File: src/rtl/dram_access_if.sv
// Data-bus port bundle between the memory access unit (master) and the dbus (slave).
interface dram_access_if #(
  parameter int XLEN = 64
);
  logic            req_valid;
  logic [XLEN-1:0] req_addr;
  logic [2:0]      req_size;
  logic [7:0]      req_strobe;
  logic [XLEN-1:0] req_data;
  logic            resp_addr_ok;
  logic            resp_data_ok;
  logic [XLEN-1:0] resp_data;

  modport master (
    output req_valid, req_addr, req_size, req_strobe, req_data,
    input  resp_addr_ok, resp_data_ok, resp_data
  );

  modport slave (
    input  req_valid, req_addr, req_size, req_strobe, req_data,
    output resp_addr_ok, resp_data_ok, resp_data
  );
endinterface

File: src/rtl/dram_access.sv
// Data-memory access unit: one sized, byte-strobed dbus transaction per load/store,
// extended load result, local detection of misaligned or illegal accesses.
module dram_access #(
  parameter int XLEN   = 64,
  parameter int DSEL_W = 4
) (
  input  logic              clk,
  input  logic              reset,
  input  logic              start,
  input  logic              ram_we,
  input  logic [DSEL_W-1:0] dram_sel,
  input  logic [XLEN-1:0]   addr,
  input  logic [XLEN-1:0]   wdata,
  output logic              busy,
  output logic              done,
  output logic              misalign,
  output logic [XLEN-1:0]   rdata,
  dram_access_if.master     bus
);

  typedef enum logic [1:0] {IDLE, REQ, WAIT, DONE} state_t;

  state_t state;
  logic   ld_q, sx_q;

  logic       is_ld, is_st, sx, aligned, ok;
  logic [1:0] sz;
  logic [7:0] strb_base;

  always_comb begin
    is_ld = 1'b0;
    is_st = 1'b0;
    sx    = 1'b0;
    sz    = 2'd0;
    if (dram_sel >= DSEL_W'(1) && dram_sel <= DSEL_W'(7)) begin
      is_ld = 1'b1;
      sz    = 2'((dram_sel - DSEL_W'(1)) >> 1);
      sx    = dram_sel[0];
    end else if (dram_sel >= DSEL_W'(8) && dram_sel <= DSEL_W'(11)) begin
      is_st = 1'b1;
      sz    = 2'(dram_sel - DSEL_W'(8));
    end
    case (sz)
      2'd0:    begin aligned = 1'b1;              strb_base = 8'h01; end
      2'd1:    begin aligned = ~addr[0];          strb_base = 8'h03; end
      2'd2:    begin aligned = (addr[1:0] == 2'd0); strb_base = 8'h0F; end
      default: begin aligned = (addr[2:0] == 3'd0); strb_base = 8'hFF; end
    endcase
    ok = ((is_ld & ~ram_we) | (is_st & ram_we)) & aligned;
  end

  // The latched address offset and size drive both the bus fields and load extraction.
  function automatic logic [XLEN-1:0] load_ext(input logic [XLEN-1:0] d, input logic [2:0] off,
                                               input logic [2:0] size, input logic sgn);
    logic [XLEN-1:0] s;
    s = d >> {off, 3'b000};
    case (size)
      3'd0:    return sgn ? {{(XLEN-8){s[7]}},   s[7:0]}  : {{(XLEN-8){1'b0}},  s[7:0]};
      3'd1:    return sgn ? {{(XLEN-16){s[15]}}, s[15:0]} : {{(XLEN-16){1'b0}}, s[15:0]};
      3'd2:    return sgn ? {{(XLEN-32){s[31]}}, s[31:0]} : {{(XLEN-32){1'b0}}, s[31:0]};
      default: return s;
    endcase
  endfunction

  assign busy          = (state != IDLE);
  assign done          = (state == DONE);
  assign bus.req_valid = (state == REQ);

  always_ff @(posedge clk or negedge reset) begin
    if (!reset) begin
      state          <= IDLE;
      misalign       <= 1'b0;
      rdata          <= '0;
      ld_q           <= 1'b0;
      sx_q           <= 1'b0;
      bus.req_addr   <= '0;
      bus.req_size   <= 3'd0;
      bus.req_strobe <= 8'h00;
      bus.req_data   <= '0;
    end else begin
      case (state)
        IDLE: if (start) begin
          misalign <= ~ok;
          if (ok) begin
            state          <= REQ;
            ld_q           <= is_ld;
            sx_q           <= sx;
            bus.req_addr   <= addr;
            bus.req_size   <= {1'b0, sz};
            bus.req_strobe <= is_st ? (strb_base << addr[2:0]) : 8'h00;
            bus.req_data   <= is_st ? (wdata << {addr[2:0], 3'b000}) : '0;
          end else begin
            state <= DONE;
          end
        end
        REQ: if (bus.resp_addr_ok) begin
          if (bus.resp_data_ok) begin
            state <= DONE;
            if (ld_q) rdata <= load_ext(bus.resp_data, bus.req_addr[2:0], bus.req_size, sx_q);
          end else begin
            state <= WAIT;
          end
        end
        WAIT: if (bus.resp_data_ok) begin
          state <= DONE;
          if (ld_q) rdata <= load_ext(bus.resp_data, bus.req_addr[2:0], bus.req_size, sx_q);
        end
        default: state <= IDLE;
      endcase
    end
  end

endmodule

File: src/flat_wrapper.sv
// flat-port wrapper written by rule: the top's interface ports become plain ports
module dram_access_flat 
#(
  parameter int XLEN   = 64,
  parameter int DSEL_W = 4
)
  (clk, reset, start, ram_we, dram_sel, addr, wdata, busy, done, misalign, rdata, bus_req_valid, bus_req_addr, bus_req_size, bus_req_strobe, bus_req_data, bus_resp_addr_ok, bus_resp_data_ok, bus_resp_data);
  dram_access_if #(.XLEN(XLEN)) bus_i ();
  input  logic clk;
  input  logic reset;
  input  logic start;
  input  logic ram_we;
  input  logic [DSEL_W-1:0] dram_sel;
  input  logic [XLEN-1:0] addr;
  input  logic [XLEN-1:0] wdata;
  output logic busy;
  output logic done;
  output logic misalign;
  output logic [XLEN-1:0] rdata;
  output wire logic [$bits(bus_i.req_valid)-1:0] bus_req_valid;
  output wire logic [$bits(bus_i.req_addr)-1:0] bus_req_addr;
  output wire logic [$bits(bus_i.req_size)-1:0] bus_req_size;
  output wire logic [$bits(bus_i.req_strobe)-1:0] bus_req_strobe;
  output wire logic [$bits(bus_i.req_data)-1:0] bus_req_data;
  input wire logic [$bits(bus_i.resp_addr_ok)-1:0] bus_resp_addr_ok;
  input wire logic [$bits(bus_i.resp_data_ok)-1:0] bus_resp_data_ok;
  input wire logic [$bits(bus_i.resp_data)-1:0] bus_resp_data;
  assign bus_req_valid = bus_i.req_valid;
  assign bus_req_addr = bus_i.req_addr;
  assign bus_req_size = bus_i.req_size;
  assign bus_req_strobe = bus_i.req_strobe;
  assign bus_req_data = bus_i.req_data;
  assign bus_i.resp_addr_ok = bus_resp_addr_ok;
  assign bus_i.resp_data_ok = bus_resp_data_ok;
  assign bus_i.resp_data = bus_resp_data;
  dram_access #(.XLEN(XLEN), .DSEL_W(DSEL_W)) u_core (.clk(clk), .reset(reset), .start(start), .ram_we(ram_we), .dram_sel(dram_sel), .addr(addr), .wdata(wdata), .busy(busy), .done(done), .misalign(misalign), .rdata(rdata), .bus(bus_i));
endmodule
File: config.mk
export PLATFORM = sky130hd
export DESIGN_NAME = dram_access_flat
export DESIGN_NICKNAME = d
export VERILOG_FILES = /design/src/rtl/dram_access_if.sv /design/src/rtl/dram_access.sv /design/src/flat_wrapper.sv
export SDC_FILE = /design/constraint.sdc
export NUM_CORES = 1
export LEC_CHECK = 0
export CORE_AREA = 2 2 161 163
export CTS_CLUSTER_SIZE = 10
export DETAILED_ROUTE_END_ITERATION = 12
export DIE_AREA = 0 0 163 165
export GPL_TIMING_DRIVEN = 1
export HOLD_SLACK_MARGIN = 0.03
export MAX_ROUTING_LAYER = met4
export PLACE_DENSITY = 0.84
export SETUP_SLACK_MARGIN = 0.05
export SYNTH_ARGS = -nofsm -noshare
export SYNTH_HDL_FRONTEND = slang
export SYNTH_SLANG_ARGS = --single-unit
File: constraint.sdc
create_clock -name clk -period 3.8 [get_ports clk]
set_input_delay 0.38 -clock clk [delete_from_list [all_inputs] [get_ports clk]]
set_output_delay 0.38 -clock clk [all_outputs]
set_load 0.03 [all_outputs]
# After elaboration in Yosys (flattened, before gate mapping)
# Index checks and enable logic that the tools add are counted.
# word_totals
regBits	207
input_bits	202
output_inout_bits	207
elab_cells	72
# classes
n_addsub	2
magnitude_cmp	4
n_eq_ne	10
shift	3
muxes	24
bitwise_logic	7
n_reduce_logical	13
# op_table
operator	n
$mux 64	7
$pmux 64 s3	1
$pmux 64 s2	1
$shl 64x6->64	1
$shr 64x6->64	1
$pmux 8 s3	1
$mux 2	6
$eq 2x2->1 const B	4
$mux 8	1
$shl 8x3->8	1
$eq 2x1->1 const B	3
$logic_not 2->1	3
$logic_not 3->1	2
$pmux 2 s3	1
$reduce_and 3->1	2
$mux 1	5
$ge 4x1->1 const B	1
$ge 4x4->1 const B	1
$le 4x3->1 const B	1
$le 4x4->1 const B	1
$ne 2x2->1 const B	2
$reduce_and 2->1	2
$reduce_bool 2->1	2
$and 1x1->1	3
7 further kinds	10

# Longest topological paths before layout
# Gate-level depths: netlist of run 1.
# logic_depth
word_depth	10
depth_mapped	10
depth_no_buf	7

# Worst setup path before layout of run 1
# Ideal clock, no wire load.
# synth_timing
kind	register to register
from	reg u_core.bus.req_addr[0]
to	reg u_core.rdata[32]
setup_time_ns	0.141
arrival_time_ns	2.320
required_ns	3.659
path_slack_ns	1.339
stages_incl_launch_ff	10
n_path_buf	4
period_less_slack_ns	2.461
cell_sequence	dfrtp_1 > buf_6 > buf_6 > mux2_1 > mux4_2 > a32oi_4 > and2_1 > buf_4 > buf_6 > a31oi_1
# synth_between
elab_chain_cells	7
word_cells_on_any_way	9
classes_between	shift: 1; mux: 8
# synth_rtl
element	line_no	text
from (decl)	dram_access_if.sv:15	output req_valid, req_addr, req_size, req_strobe, req_data,
from (signal assigned)	dram_access.sv:88	bus.req_addr <= addr;
$shr 64x6->64 (*)	dram_access.sv:56	s = d >> {off, 3'b000};
$mux 64, on equally long branches	dram_access.sv:60, dram_access.sv:58, dram_access.sv:59	
$pmux 64 s3 (*)	dram_access.sv:57	case (size)
$mux 64 (*)	dram_access.sv:99	if (ld_q) rdata <= load_ext(bus.resp_data, bus.req_addr[2:0], bus.req_size, sx_q);
$mux 64 (*)	dram_access.sv:104	WAIT: if (bus.resp_data_ok) begin
$mux 64	dram_access.sv:96	REQ: if (bus.resp_addr_ok) begin
$pmux 64 s2 (*)	dram_access.sv:81	case (state)
to (signal assigned)	dram_access.sv:99	
to (signal assigned)	dram_access.sv:106	if (ld_q) rdata <= load_ext(bus.resp_data, bus.req_addr[2:0], bus.req_size, sx_q);
to (decl)	dram_access.sv:17	output logic [XLEN-1:0] rdata,
# Mark *: on every way between the ends. The rest lies on a longest branch, timed or not. The select of a mux whose other input is x is not followed.
# A chain may end at the register's enable or synchronous reset.

# Worst setup path in the final report of run 1
# layout_timing
from	reg u_core.bus.req_addr[0]
to	reg u_core.rdata[44]
# The elaborated chain is that of the path after synthesis.

==> impl_metrics.sql, run 1 <==
INSERT INTO impl_metrics (metric_group, metric, value, unit) VALUES
('logic_synthesis', 'ys_types', '44', ''),
('hold_path', 'worst_hold_path_type', 'input pin to async pin', ''),
('setup_path', 'critical_path.max_fanout', '41', ''),
('placed_design', 'finalWeightedCongestion', '0.9880', ''),
('clock_network', 'postCtsResizedCells', '0', ''),
('floorplan', 'floorplan.initialDensity', '46.66', '%'),
('detailed_routing', 'num_vias', '10310', ''),
('logic_synthesis', 'postSynth.asyncResetShare', '100.0', '%'),
('timing', 'worst_pin_slew', '1.095', 'ns'),
('timing', 'max-slew-margin-rel', '26.44', '%'),
('logic_synthesis', 'syn-num-nets', '1276', ''),
('floorplan', 'core', '25040', 'um^2'),
('status', 'outcome', 'finished with violations', ''),
('timing', 'hold_viol_final', '32', ''),
('finish', 'flow.area_growth_from_synthesis', '43.19', '%'),
('setup_path', 'worstSetupStartpointType', 'flip-flop', ''),
('power_and_ir_drop', 'ir_drop', '0.5513', 'mV'),
('global_route', 'grt_pass1_wl', '59330', 'um'),
('global_route', 'pin_count_of_the_biggest_net_entering_global_routing', '134', ''),
('logic_synthesis', 'yosysWarnings', '0', ''),
('status', 'failed_checks', 'hold timing', ''),
('power_and_ir_drop', 'power-per-cell-area', '809.9', 'nW/um^2'),
('floorplan', 'dieArea', '26900', 'um^2'),
('logic_synthesis', 'yosys_register_bits', '207', ''),
('detailed_routing', 'wire_per_inst', '22.14', 'um'),
('clock_network', 'htreeDepth', '1', ''),
('setup_path', 'critical_path.endpoint_type', 'flip-flop', ''),
('floorplan', 'floorplan.die.height', '165', 'um'),
('finish', 'drive_above_1_share', '16.09', '%'),
('global_route', 'grt_antenna_before_repair', '2', ''),
('logic_synthesis', 'synth_enable_flop_cells', '0', ''),
('global_route', 'gr-total-overflow', '0', ''),
('timing', 'final_period_minus_worst_setup_slack', '3.043', 'ns'),
('timing', 'setup_total_negative_slack', '0', 'ns'),
('detailed_routing', 'detail_route.drc_violations', '0', ''),
('clock_network', 'clock_latency', '0.51', 'ns'),
('clock_network', 'clk_transition_reported_paths', '0.06', 'ns'),
('finish', 'layout.nets', '1648', ''),
('detailed_routing', 'dr.first_iter.drc_count', '943', ''),
('timing', 'final.period_utilization', '80.07', '%'),
('logic_synthesis', 'synth.cell_area', '11680', 'um^2'),
('global_route', 'grt_util_all_layers', '29.44', '%'),
('clock_network', 'clock_tree.buffer_depth', '3', ''),
('timing', 'timing.final.max_slew_violations', '0', ''),
('timing', 'fmax', '328.6', 'MHz'),
('floorplan', 'pin_count', '409', ''),
('setup_path', 'timing_worst_setup_path_type', 'flip-flop to flip-flop', ''),
('clock_network', 'cts_inserted_buffers', '25', ''),
('clock_network', 'post_cts_hold_buffer_count', '0', ''),
('placed_design', 'place.port_buffers', '407', ''),
('placed_design', 'placed_cell_area', '16050', 'um^2'),
('logic_synthesis', 'yosysSeqAreaShare', '44.34', '%'),
('timing', 'fin_hold_ws', '-0.04516', 'ns'),
('timing', 'finClkSkew', '0.01678', 'ns'),
('detailed_routing', 'drt-pass1-iter-count', '6', ''),
('global_route', 'vias_in_the_first_global_route', '10480', ''),
('clock_network', 'clock_tree_from_tritoncts', 'built', ''),
('power_and_ir_drop', 'power.total', '13.55', 'mW'),
('clock_network', 'post-cts-setup-buffers', '0', ''),
('logic_synthesis', 'number_of_instances_in_the_synthesized_netlist', '1068', ''),
('setup_path', 'reg2reg_slack', '0.76', 'ns'),
('finish', 'finish.utilization', '66.81', '%'),
('logic_synthesis', 'syn-mean-instance-area', '10.94', 'um^2'),
('placed_design', 'hpwlAfterDp', '29030', 'um'),
('finish', 'post_route_standard_cell_area_excluding_fillers', '16730', 'um^2'),
('setup_path', 'worst_ep_required_time', '4.17', 'ns'),
('floorplan', 'num_rows', '58', ''),
('timing', 'final_report_setup_violation_count', '0', ''),
('detailed_routing', 'detail_route.wirelength', '39410', 'um'),
('clock_network', 'root_buffer_selected_by_cts', 'sky130_fd_sc_hd__clkbuf_16', ''),
('timing', 'rsz0062_at_grt', 'no', ''),
('floorplan', 'die_width', '163', 'um'),
('power_and_ir_drop', 'power.leakage', '6.767', 'nW'),
('setup_path', 'critical_path_arrival', '3.41', 'ns'),
('detailed_routing', 'ant_nets', '0', ''),
('clock_network', 'cts.sinks', '207', ''),
('run', 'max_cap_viol_count', '0', ''),
('detailed_routing', 'vias_per_cell', '5.793', ''),
('logic_synthesis', 'synthFlopType', 'sky130_fd_sc_hd__dfrtp_1', '');
[layer usage]
metal | up-vias | share of wire [%] | global-route usage [%]
met5 | - | 0 | -
met4 | 0 | 4.2 | 11.06
met3 | 113 | 8.7 | 6.529
met2 | 538 | 48 | 47.69
met1 | 5022 | 40 | 36.36
li1 | 4639 | - | -
[cells in the mapped netlist (6+ instances only)]
| cell | instances | area (um^2) |
|---|---|---|
| sky130_fd_sc_hd__o2bb2ai_1 | 6 | 52.55 |
| sky130_fd_sc_hd__o211ai_1 | 7 | 52.55 |
| sky130_fd_sc_hd__ha_1 | 6 | 75.07 |
| sky130_fd_sc_hd__buf_1 | 8 | 30.03 |
| sky130_fd_sc_hd__nor2b_1 | 27 | 168.9 |
| sky130_fd_sc_hd__nand2b_1 | 16 | 100.1 |
| sky130_fd_sc_hd__nor3_1 | 8 | 40.04 |
| sky130_fd_sc_hd__a31oi_1 | 56 | 350.3 |
| sky130_fd_sc_hd__mux2_2 | 123 | 1385 |
| sky130_fd_sc_hd__nor2_1 | 103 | 386.6 |
| sky130_fd_sc_hd__dfrtp_1 | 207 | 5180 |
| sky130_fd_sc_hd__a211oi_1 | 35 | 262.8 |
| sky130_fd_sc_hd__a21oi_1 | 25 | 125.1 |
| sky130_fd_sc_hd__mux4_2 | 43 | 968.4 |
| sky130_fd_sc_hd__mux2i_1 | 90 | 900.9 |
| sky130_fd_sc_hd__o21ai_0 | 40 | 200.2 |
| sky130_fd_sc_hd__buf_2 | 31 | 155.2 |
| sky130_fd_sc_hd__nand2_1 | 78 | 292.8 |
| sky130_fd_sc_hd__o22ai_1 | 8 | 50.05 |
| sky130_fd_sc_hd__and2_1 | 9 | 56.30 |
| sky130_fd_sc_hd__a22o_1 | 16 | 140.1 |
| sky130_fd_sc_hd__inv_1 | 36 | 135.1 |
| sky130_fd_sc_hd__clkbuf_1 | 42 | 157.7 |
| sky130_fd_sc_hd__o21a_1 | 10 | 75.07 |
[worst max-delay path, cell delays in order (launching register included)]
cell	delay, ns
sky130_fd_sc_hd__dfrtp_4	0.77
sky130_fd_sc_hd__mux4_2	0.59
sky130_fd_sc_hd__mux2_2	0.33
sky130_fd_sc_hd__a32oi_4	0.21
sky130_fd_sc_hd__buf_4	0.26
sky130_fd_sc_hd__and2_1	0.17
sky130_fd_sc_hd__buf_4	0.36
sky130_fd_sc_hd__a31oi_1	0.16
[cell families after synthesis]
family          count (synthesis)  share of synthesized area, %
flops                         207                         44.34
fa+ha+maj                       6                        0.6427
simple gates                  255                         9.790
other cells                     1                       0.03210
compound gates                218                         12.53
buf+inv                       124                         4.702
mux                           257                         27.96
[final timing paths]
| kind | from | end | cells after the start |
|---|---|---|---|
| worst min register to register | u_core.rdata[11]$_DFFE_PN0P_ | u_core.rdata[11]$_DFFE_PN0P_ | 1 |
| worst max register to register | u_core.bus.req_addr[0]$_DFFE_PN0P_ | u_core.rdata[44]$_DFFE_PN0P_ | 7 |
| worst max-delay path | u_core.bus.req_addr[0]$_DFFE_PN0P_ | u_core.rdata[44]$_DFFE_PN0P_ | 7 |
| worst min-delay path | reset | u_core.bus.req_data[58]$_DFFE_PN0P_ | 1 |
| max in group asynchronous | reset | u_core.rdata[18]$_DFFE_PN0P_ | 2 |
| min in group clk | addr[22] | u_core.bus.req_addr[22]$_DFFE_PN0P_ | 2 |
[final cells by class]
| class | count | area, um^2 |
|---|---|---|
| Fill cell | 1918 | 8310 |
| Multi-Input combinational cell | 737 | 5969 |
| Antenna cell | 2 | 5.005 |
| Clock inverter | 2 | 10.01 |
| Clock buffer | 33 | 665.6 |
| Sequential cell | 207 | 5186 |
| Timing Repair Buffer | 433 | 4342 |
| Tap cell | 330 | 412.9 |
| Inverter | 36 | 135.1 |
[layout by cell type (no fill, tap or decap), drive strengths merged, types with 27 or more instances in the layout]
cell / netlist / routed
a211oi: 36 / 36
mux2: 124 / 124
nor2b: 27 / 27
clkbuf: 42 / 33
mux4: 43 / 43
clkdlybuf4s50: 0 / 404
buf: 46 / 29
o21ai: 40 / 40
a31oi: 56 / 56
nor2: 103 / 103
dfrtp: 207 / 207
mux2i: 90 / 90
nand2: 78 / 78
inv: 36 / 36
[report_power, final]
part / internal (mW) / switching [mW]
registers: 3.20 / 0.772
clock network: 1.20 / 0.892
logic: 3.26 / 4.22
total: 7.67 / 5.88
[flip-flops by register name, summed over array words and instances, names as in the netlist]
register,flops
u_core.bus.req_size,2
u_core.bus.req_strobe,8
u_core.bus.req_data,64
u_core.rdata,64
u_core.misalign,1
u_core.sx_q,1
u_core.bus.req_addr,64
u_core.ld_q,1
u_core.state,2
[stage by stage]
step | instances | setup slack [ns]
CTS | 1778 | 0.7641
floorplan | 1068 | 1.339
global placement | 1743 | 0.5756
finish | 1780 | 0.7572
global route | 1780 | 0.6429
detailed placement | 1743 | 0.5407
(Power assumes the default switching activity.)
==> inputs of run 2 (changes only) <==
CORE_AREA = not set   (was 2 2 161 163)
CORE_MARGIN = 2   (was not set)
CORE_UTILIZATION = 42   (was not set)
DIE_AREA = not set   (was 0 0 163 165)
PLACE_DENSITY = 0.8   (was 0.84)
clock period = 2.61 ns   (was 3.8 ns; I/O delays follow)
==> run 2 against run 1 <==
The flow now finishes without violations. Final area rose by 3.3%. Final cell count up 5.2%. Critical path depth is 5 lower. Non-clock buffer count up 39. Clock power rose by 58%. Wire length increased by 2.0%. Combinational power up 50%. Sequential power grew 43%. Sequential share of layout area fell by 0.99 points. Via count is 2.1% higher. Largest cell class unchanged. Highest routed layer unchanged.
==> impl_metrics.sql, run 2 (synthesized netlist as in run 1, its figures left out) <==
INSERT INTO impl_metrics (metric_group, metric, value, unit) VALUES
('power_and_ir_drop', 'clock_power_share', '16.4', '%'),
('power_and_ir_drop', 'power.total', '20.21', 'mW'),
('setup_path', 'crit-reg2reg-capture', 'u_core.rdata[46]$_DFFE_PN0P_', ''),
('clock_network', 'clock_tree_from_tritoncts', 'built', ''),
('placed_design', 'place.port_buffers', '407', ''),
('setup_path', 'timing_worst_setup_path_type', 'flip-flop to primary output', ''),
('global_route', 'grt_pass1_wl', '60840', 'um'),
('clock_network', 'postCtsResizedCells', '0', ''),
('finish', 'finalNonFillerCells', '1872', ''),
('power_and_ir_drop', 'cell_internal_power', '11.52', 'mW'),
('setup_path', 'critical_path_arrival', '2.15', 'ns'),
('setup_path', 'cp_slowest_cell', 'sky130_fd_sc_hd__clkdlybuf4s50_1', ''),
('floorplan', 'pin_count', '409', ''),
('power_and_ir_drop', 'ir_drop', '0.7804', 'mV'),
('timing', 'finClkSkew', '0.008690', 'ns'),
('power_and_ir_drop', 'power.leakage', '7.040', 'nW'),
('detailed_routing', 'dr.first_iter.drc_count', '994', ''),
('clock_network', 'root_buffer_selected_by_cts', 'sky130_fd_sc_hd__clkbuf_16', ''),
('finish', 'finish.utilization', '62.71', '%'),
('detailed_routing', 'drt-pass1-iter-count', '5', ''),
('placed_design', 'placed_cell_area', '16500', 'um^2'),
('setup_path', 'worst_r2r_startpoint', 'u_core.bus.req_addr[0]$_DFFE_PN0P_', ''),
('power_and_ir_drop', 'seqPwrFrac', '28.1', '%'),
('finish', 'drive_above_1_share', '18.43', '%'),
('global_route', 'grt_antenna_before_repair', '2', ''),
('power_and_ir_drop', 'power_switching', '8.689', 'mW'),
('timing', 'final_report_setup_violation_count', '0', ''),
('timing', 'hold_viol_final', '0', ''),
('detailed_routing', 'detail_route.wirelength', '40190', 'um'),
('timing', 'fmax', '414.3', 'MHz'),
('setup_path', 'critical-path-top-delay-family', 'buffers and inverters', ''),
('setup_path', 'worst_r2r_path_depth', '6', ''),
('detailed_routing', 'num_vias', '10530', ''),
('setup_path', 'worst_ep_required_time', '2.35', 'ns'),
('global_route', 'grt_util_all_layers', '27.79', '%'),
('floorplan', 'dieArea', '29160', 'um^2'),
('clock_network', 'clock_tree.buffer_depth', '3', ''),
('timing', 'timing.final.max_slew_violations', '0', ''),
('power_and_ir_drop', 'power-per-cell-area', '1170', 'nW/um^2'),
('power_and_ir_drop', 'swShare', '42.99', '%'),
('timing', 'max-slew-margin-rel', '44.01', '%'),
('floorplan', 'floorplan.initialDensity', '42.40', '%'),
('run', 'max_cap_viol_count', '0', ''),
('setup_path', 'worstSetupStartpointType', 'flip-flop', ''),
('clock_network', 'cts.sinks', '207', ''),
('finish', 'mostFrequentLayoutCell', 'sky130_fd_sc_hd__clkdlybuf4s50_1', ''),
('power_and_ir_drop', 'share_comb_of_total_power', '55.5', '%'),
('clock_network', 'cts_inserted_buffers', '26', ''),
('timing', 'final.period_utilization', '92.47', '%'),
('placed_design', 'hpwlAfterDp', '30120', 'um'),
('detailed_routing', 'wire_per_inst', '21.47', 'um'),
('finish', 'layout.nets', '1688', ''),
('timing', 'rsz0062_at_grt', 'no', ''),
('status', 'outcome', 'finished clean', ''),
('setup_path', 'reg2reg_slack', '0.23', 'ns'),
('setup_path', 'critical_path.endpoint_type', 'primary output', ''),
('setup_path', 'worst-path-buf-inv', '2', ''),
('floorplan', 'num_rows', '61', ''),
('floorplan', 'floorplan.die.height', '170.8', 'um'),
('floorplan', 'core', '27550', 'um^2'),
('detailed_routing', 'vias_per_cell', '5.627', ''),
('clock_network', 'htreeDepth', '1', ''),
('finish', 'flow.area_growth_from_synthesis', '47.92', '%'),
('finish', 'biggestRegsByFlops', 'u_core.bus.req_addr: 64 flops, u_core.bus.req_data: 64 flops, u_core.rdata: 64 flops', ''),
('placed_design', 'place.detailed.instances', '1829', ''),
('timing', 'final_period_minus_worst_setup_slack', '2.414', 'ns'),
('global_route', 'gr-total-overflow', '0', ''),
('finish', 'layout_common_cells', 'sky130_fd_sc_hd__clkdlybuf4s50_1, sky130_fd_sc_hd__dfrtp_1, sky130_fd_sc_hd__mux2_2', ''),
('global_route', 'vias_in_the_first_global_route', '10500', ''),
('finish', 'post_route_standard_cell_area_excluding_fillers', '17280', 'um^2'),
('detailed_routing', 'detail_route.drc_violations', '0', ''),
('placed_design', 'finalWeightedCongestion', '0.9258', ''),
('clock_network', 'post-cts-setup-buffers', '0', ''),
('detailed_routing', 'ant_nets', '0', ''),
('timing', 'worst_pin_slew', '0.8368', 'ns'),
('setup_path', 'critical_path.max_stage_delay', '0.77', 'ns'),
('global_route', 'pin_count_of_the_biggest_net_entering_global_routing', '94', ''),
('floorplan', 'die_width', '170.8', 'um'),
('clock_network', 'clk_transition_reported_paths', '0.06', 'ns'),
('setup_path', 'crit_path_cell_trace', 'buf_4 -> clkdlybuf4s50_1', ''),
('clock_network', 'clock_latency', '0.53', 'ns'),
('hold_path', 'worst_hold_path_type', 'input pin to async pin', ''),
('setup_path', 'critical_path.max_fanout', '41', '');
==> run 2: repair_timing <==
| item | CTS | global route |
|---|---|---|
| endpoints found under the setup margin | 0 | 0 |
| hold buffers | 1 | 0 |
| hold endpoints to repair | 42 | 0 |
==> run 2: area by class of cell <==
type                    count  area (um^2)
diodes                      2        5.005
clock inverters             2        13.76
multi-input cells         737         5969
well taps                 378        473.0
repair buffers            472         4750
flip-flops and latches    207         5186
fillers                  2182        10270
clock buffers              38        747.0
inverters                  36        135.1
==> run 2: per-stage QoR <==
| stage | TNS [ns] | hold WS [ns] | setup slack (ns) |
|---|---|---|---|
| 6_report | 0 | 0.2258 | 0.1964 |
| 5_1_grt | 0 | 0.2491 | 0.1150 |
| 4_1_cts | 0 | 0.2261 | 0.1802 |
| 3_5_place_dp | -24.54 | 0.1910 | -0.2611 |
| 3_3_place_gp | -15.48 | 0.1858 | -0.1664 |
| 2_1_floorplan | 0 | -0.03459 | 0.1488 |
==> run 2: worst reg2reg max path: cells and delay by family (launching register included) <==
kind / cells / cell delay [ns]
buffers and inverters: 1 / 0.22
AOI/OAI and AO/OA: 2 / 0.35
and+or+nand+nor: 1 / 0.20
muxes: 2 / 0.93
DFF: 1 / 0.53
==> run 2: worst max path at each step <==
stage	startpoint	to	slack (ns)	cells after the start
after floorplan	u_core.bus.req_addr[0]$_DFFE_PN0P_	u_core.rdata[32]$_DFFE_PN0P_	0.15	9
after global placement	dram_sel[1]	u_core.bus.req_addr[48]$_DFFE_PN0P_	-0.17	10
after detailed placement	dram_sel[1]	u_core.bus.req_addr[16]$_DFFE_PN0P_	-0.26	10
after CTS	u_core.bus.req_addr[2]$_DFFE_PN0P_	bus_req_addr[2]	0.18	2
after global routing	u_core.bus.req_addr[2]$_DFFE_PN0P_	bus_req_addr[2]	0.12	2
final	u_core.bus.req_addr[2]$_DFFE_PN0P_	bus_req_addr[2]	0.20	2
==> run 2: power by group through the flow <==
stage / combinational [mW] / clock, mW / sequential (mW)
2_1_floorplan: 3.86 / 0 / 8.22
3_3_place_gp: 11.0 / 0 / 5.66
3_5_place_dp: 11.2 / 0 / 5.71
4_1_cts: 11.2 / 3.39 / 5.69
5_1_grt: 11.8 / 3.53 / 5.85
6_report: 11.2 / 3.31 / 5.68
==> run 2: routing by layer <==
layer  share of wire [%]  GRT usage [%]  vias to the layer above  wire length, um
met5                   0              -                        -                0
met4                 4.7          12.78                        0             1899
met3                 8.0          4.881                      104             3223
met2                  47          43.50                      542            18930
met1                  40          35.34                     5183            16140
li1                    -              -                     4704                -
==> inputs of run 3 (changes only) <==
CORE_UTILIZATION = 35   (was 42)
PLACE_DENSITY = 0.69   (was 0.8)
==> run 3 against run 2 <==
Combinational power barely moved. Sequential share of layout area fell by 0.31 points. Via count decreased by 0.47%.
==> impl_metrics.sql, run 3 (synthesized netlist as in run 1, its figures left out) <==
INSERT INTO impl_metrics (metric_group, metric, value, unit) VALUES
('clock_network', 'cts_inserted_buffers', '26', ''),
('floorplan', 'num_rows', '66', ''),
('setup_path', 'critical_path.endpoint_type', 'primary output', ''),
('setup_path', 'critical_path.max_fanout', '16', ''),
('timing', 'final_period_minus_worst_setup_slack', '2.417', 'ns'),
('timing', 'max-slew-margin-rel', '36.07', '%'),
('power_and_ir_drop', 'power.leakage', '7.091', 'nW'),
('finish', 'layout.nets', '1693', ''),
('detailed_routing', 'detail_route.drc_violations', '0', ''),
('global_route', 'met3_demand_to_capacity_share_in_global_routing', '4.608', '%'),
('global_route', 'grt.busiest_layer', 'met2', ''),
('clock_network', 'cts.sinks', '207', ''),
('placed_design', 'hpwlAfterDp', '31100', 'um'),
('setup_path', 'critical_path_arrival', '2.16', 'ns'),
('power_and_ir_drop', 'power-per-cell-area', '1162', 'nW/um^2'),
('finish', 'flow.area_growth_from_synthesis', '49.48', '%'),
('global_route', 'vias_in_the_first_global_route', '10730', ''),
('timing', 'final_report_setup_violation_count', '0', ''),
('finish', 'drive_above_1_share', '18.83', '%'),
('floorplan', 'die_width', '186.7', 'um'),
('floorplan', 'floorplan.initialDensity', '35.72', '%'),
('placed_design', 'place.port_buffers', '407', ''),
('clock_network', 'root_buffer_selected_by_cts', 'sky130_fd_sc_hd__clkbuf_16', ''),
('clock_network', 'htreeDepth', '1', ''),
('detailed_routing', 'dr.first_iter.drc_count', '734', ''),
('global_route', 'pin_count_of_the_biggest_net_entering_global_routing', '69', ''),
('power_and_ir_drop', 'power.total', '20.29', 'mW'),
('floorplan', 'floorplan.die.height', '186.7', 'um'),
('floorplan', 'core', '32700', 'um^2'),
('setup_path', 'critical_path.max_stage_delay', '0.68', 'ns'),
('finish', 'mostFrequentLayoutCell', 'sky130_fd_sc_hd__clkdlybuf4s50_1', ''),
('finish', 'layout_common_cells', 'sky130_fd_sc_hd__clkdlybuf4s50_1, sky130_fd_sc_hd__dfrtp_1, sky130_fd_sc_hd__mux2_2', ''),
('global_route', 'grt_util_met1', '29.32', '%'),
('detailed_routing', 'detail_route.wirelength', '41150', 'um'),
('detailed_routing', 'wire_per_inst', '21.18', 'um'),
('detailed_routing', 'drt-pass1-iter-count', '5', ''),
('global_route', 'grt_pass1_wl', '63170', 'um'),
('run', 'max_cap_viol_count', '0', ''),
('global_route', 'grt_util_all_layers', '23.64', '%'),
('clock_network', 'clock_latency', '0.53', 'ns'),
('setup_path', 'crit_path_cell_trace', 'buf_4 -> clkdlybuf4s50_1', ''),
('hold_path', 'worst_hold_path_type', 'input pin to flip-flop', ''),
('detailed_routing', 'vias_per_cell', '5.395', ''),
('detailed_routing', 'ant_nets', '0', ''),
('detailed_routing', 'num_vias', '10480', ''),
('finish', 'finish.utilization', '53.39', '%'),
('global_route', 'grt_antenna_before_repair', '3', ''),
('clock_network', 'post-cts-setup-buffers', '0', ''),
('finish', 'biggestRegsByFlops', 'u_core.bus.req_addr: 64 flops, u_core.bus.req_data: 64 flops, u_core.rdata: 64 flops', ''),
('hold_path', 'min-delay-start', 'addr[0]', ''),
('timing', 'hold_viol_final', '0', ''),
('timing', 'timing.final.max_slew_violations', '0', ''),
('power_and_ir_drop', 'ir_drop', '0.7924', 'mV'),
('setup_path', 'worst_ep_required_time', '2.35', 'ns'),
('clock_network', 'clock_tree_from_tritoncts', 'built', ''),
('timing', 'final.period_utilization', '92.62', '%'),
('finish', 'multi_input_gate_area_in_the_final_layout', '5969', 'um^2'),
('timing', 'finClkSkew', '0.01129', 'ns'),
('setup_path', 'worst_r2r_startpoint', 'u_core.bus.req_addr[0]$_DFFE_PN0P_', ''),
('finish', 'regArea', '5186', 'um^2'),
('status', 'outcome', 'finished clean', ''),
('timing', 'worst_pin_slew', '0.9554', 'ns'),
('timing', 'rsz0062_at_grt', 'no', ''),
('setup_path', 'cp_slowest_cell', 'sky130_fd_sc_hd__dfrtp_1', ''),
('global_route', 'gr-total-overflow', '0', ''),
('clock_network', 'clk_transition_reported_paths', '0.05', 'ns'),
('clock_network', 'clock_tree.buffer_depth', '3', ''),
('setup_path', 'setup.worst_path.start', 'u_core.bus.req_size[1]$_DFFE_PN0P_', ''),
('timing', 'fmax', '413.7', 'MHz'),
('placed_design', 'finalWeightedCongestion', '0.8882', ''),
('global_route', 'groute.layer.met2.usage', '38.73', '%'),
('floorplan', 'pin_count', '409', ''),
('setup_path', 'worstSetupStartpointType', 'flip-flop', ''),
('finish', 'fillerInstances', '2881', ''),
('setup_path', 'timing_worst_setup_path_type', 'flip-flop to primary output', ''),
('floorplan', 'dieArea', '34850', 'um^2');
[run 3: cell types whose count changed in the layout (fill, tap and decap cells not counted)]
cell / delta
sky130_fd_sc_hd__buf_4: +1
sky130_fd_sc_hd__inv_6: -1
sky130_fd_sc_hd__buf_12: +3
sky130_fd_sc_hd__clkbuf_1: -1
sky130_fd_sc_hd__clkinv_2: +1
sky130_fd_sc_hd__clkbuf_8: +2
sky130_fd_sc_hd__buf_6: +1
sky130_fd_sc_hd__diode_2: +1
[run 3: cell type report]
type | count | area share [%]
antenna | 3 | 0.04300
clock buffer | 39 | 4.414
multi-input combinational | 737 | 34.19
inverter | 36 | 0.7739
tap | 442 | 3.167
clock inverter | 2 | 0.05733
sequential | 207 | 29.70
timing repair buffer | 477 | 27.65
[run 3: through the flow]
stage	std cells	setup WS (ns)	hold WS, ns	TNS (ns)	cell area [um^2]
finish	1943	0.1926	0.2315	0	17460
global route	1943	0.1328	0.2512	0	17460
CTS	1940	0.09149	0.2173	0	17450
detailed placement	1898	-0.2576	0.2758	-26.57	16660
global placement	1898	-0.1420	0.2770	-13.30	16660
floorplan	1068	0.1488	-0.03459	0	11680
[run 3: worst paths after layout]
check,to,slack (ns),cells after the start
worst max-delay path,bus_req_size[1],0.19,2
worst min-delay path,u_core.bus.req_addr[0]$_DFFE_PN0P_,0.23,2
worst max register to register,u_core.rdata[60]$_DFFE_PN0P_,0.29,6
worst min register to register,u_core.rdata[11]$_DFFE_PN0P_,0.49,1
max in group asynchronous,u_core.bus.req_addr[57]$_DFFE_PN0P_,1.49,3
min in group asynchronous,u_core.bus.req_data[21]$_DFFE_PN0P_,0.30,2
[run 3: worst max-delay path: cells and delay by family (launching register included)]
kind | cells | cell delay (ns)
buffers and inverters | 2 | 0.95
flip-flops | 1 | 0.68
[run 3: report_power, final]
part | total, mW | leakage (nW) | switching [mW] | internal, mW
Clock | 3.35 | 0.385 | 1.35 | 2.00
Combinational | 11.2 | 4.14 | 6.27 | 4.96
Sequential | 5.70 | 2.57 | 1.04 | 4.66
Total | 20.3 | 7.09 | 8.66 | 11.6
[run 3: layer usage]
layer	wire length (um)	part of all wire (%)
met2	19860	48
met4	1350	3.3
met5	0	0
met1	16940	41
met3	2994	7.3
[run 3: what timing repair did]
| action | CTS | global route |
|---|---|---|
| endpoints found under the setup margin | 0 | 1 |
| gates resized for setup | 0 | 1 |
| endpoints found under the hold margin | 65 | 0 |
| hold buffers | 1 | 0 |
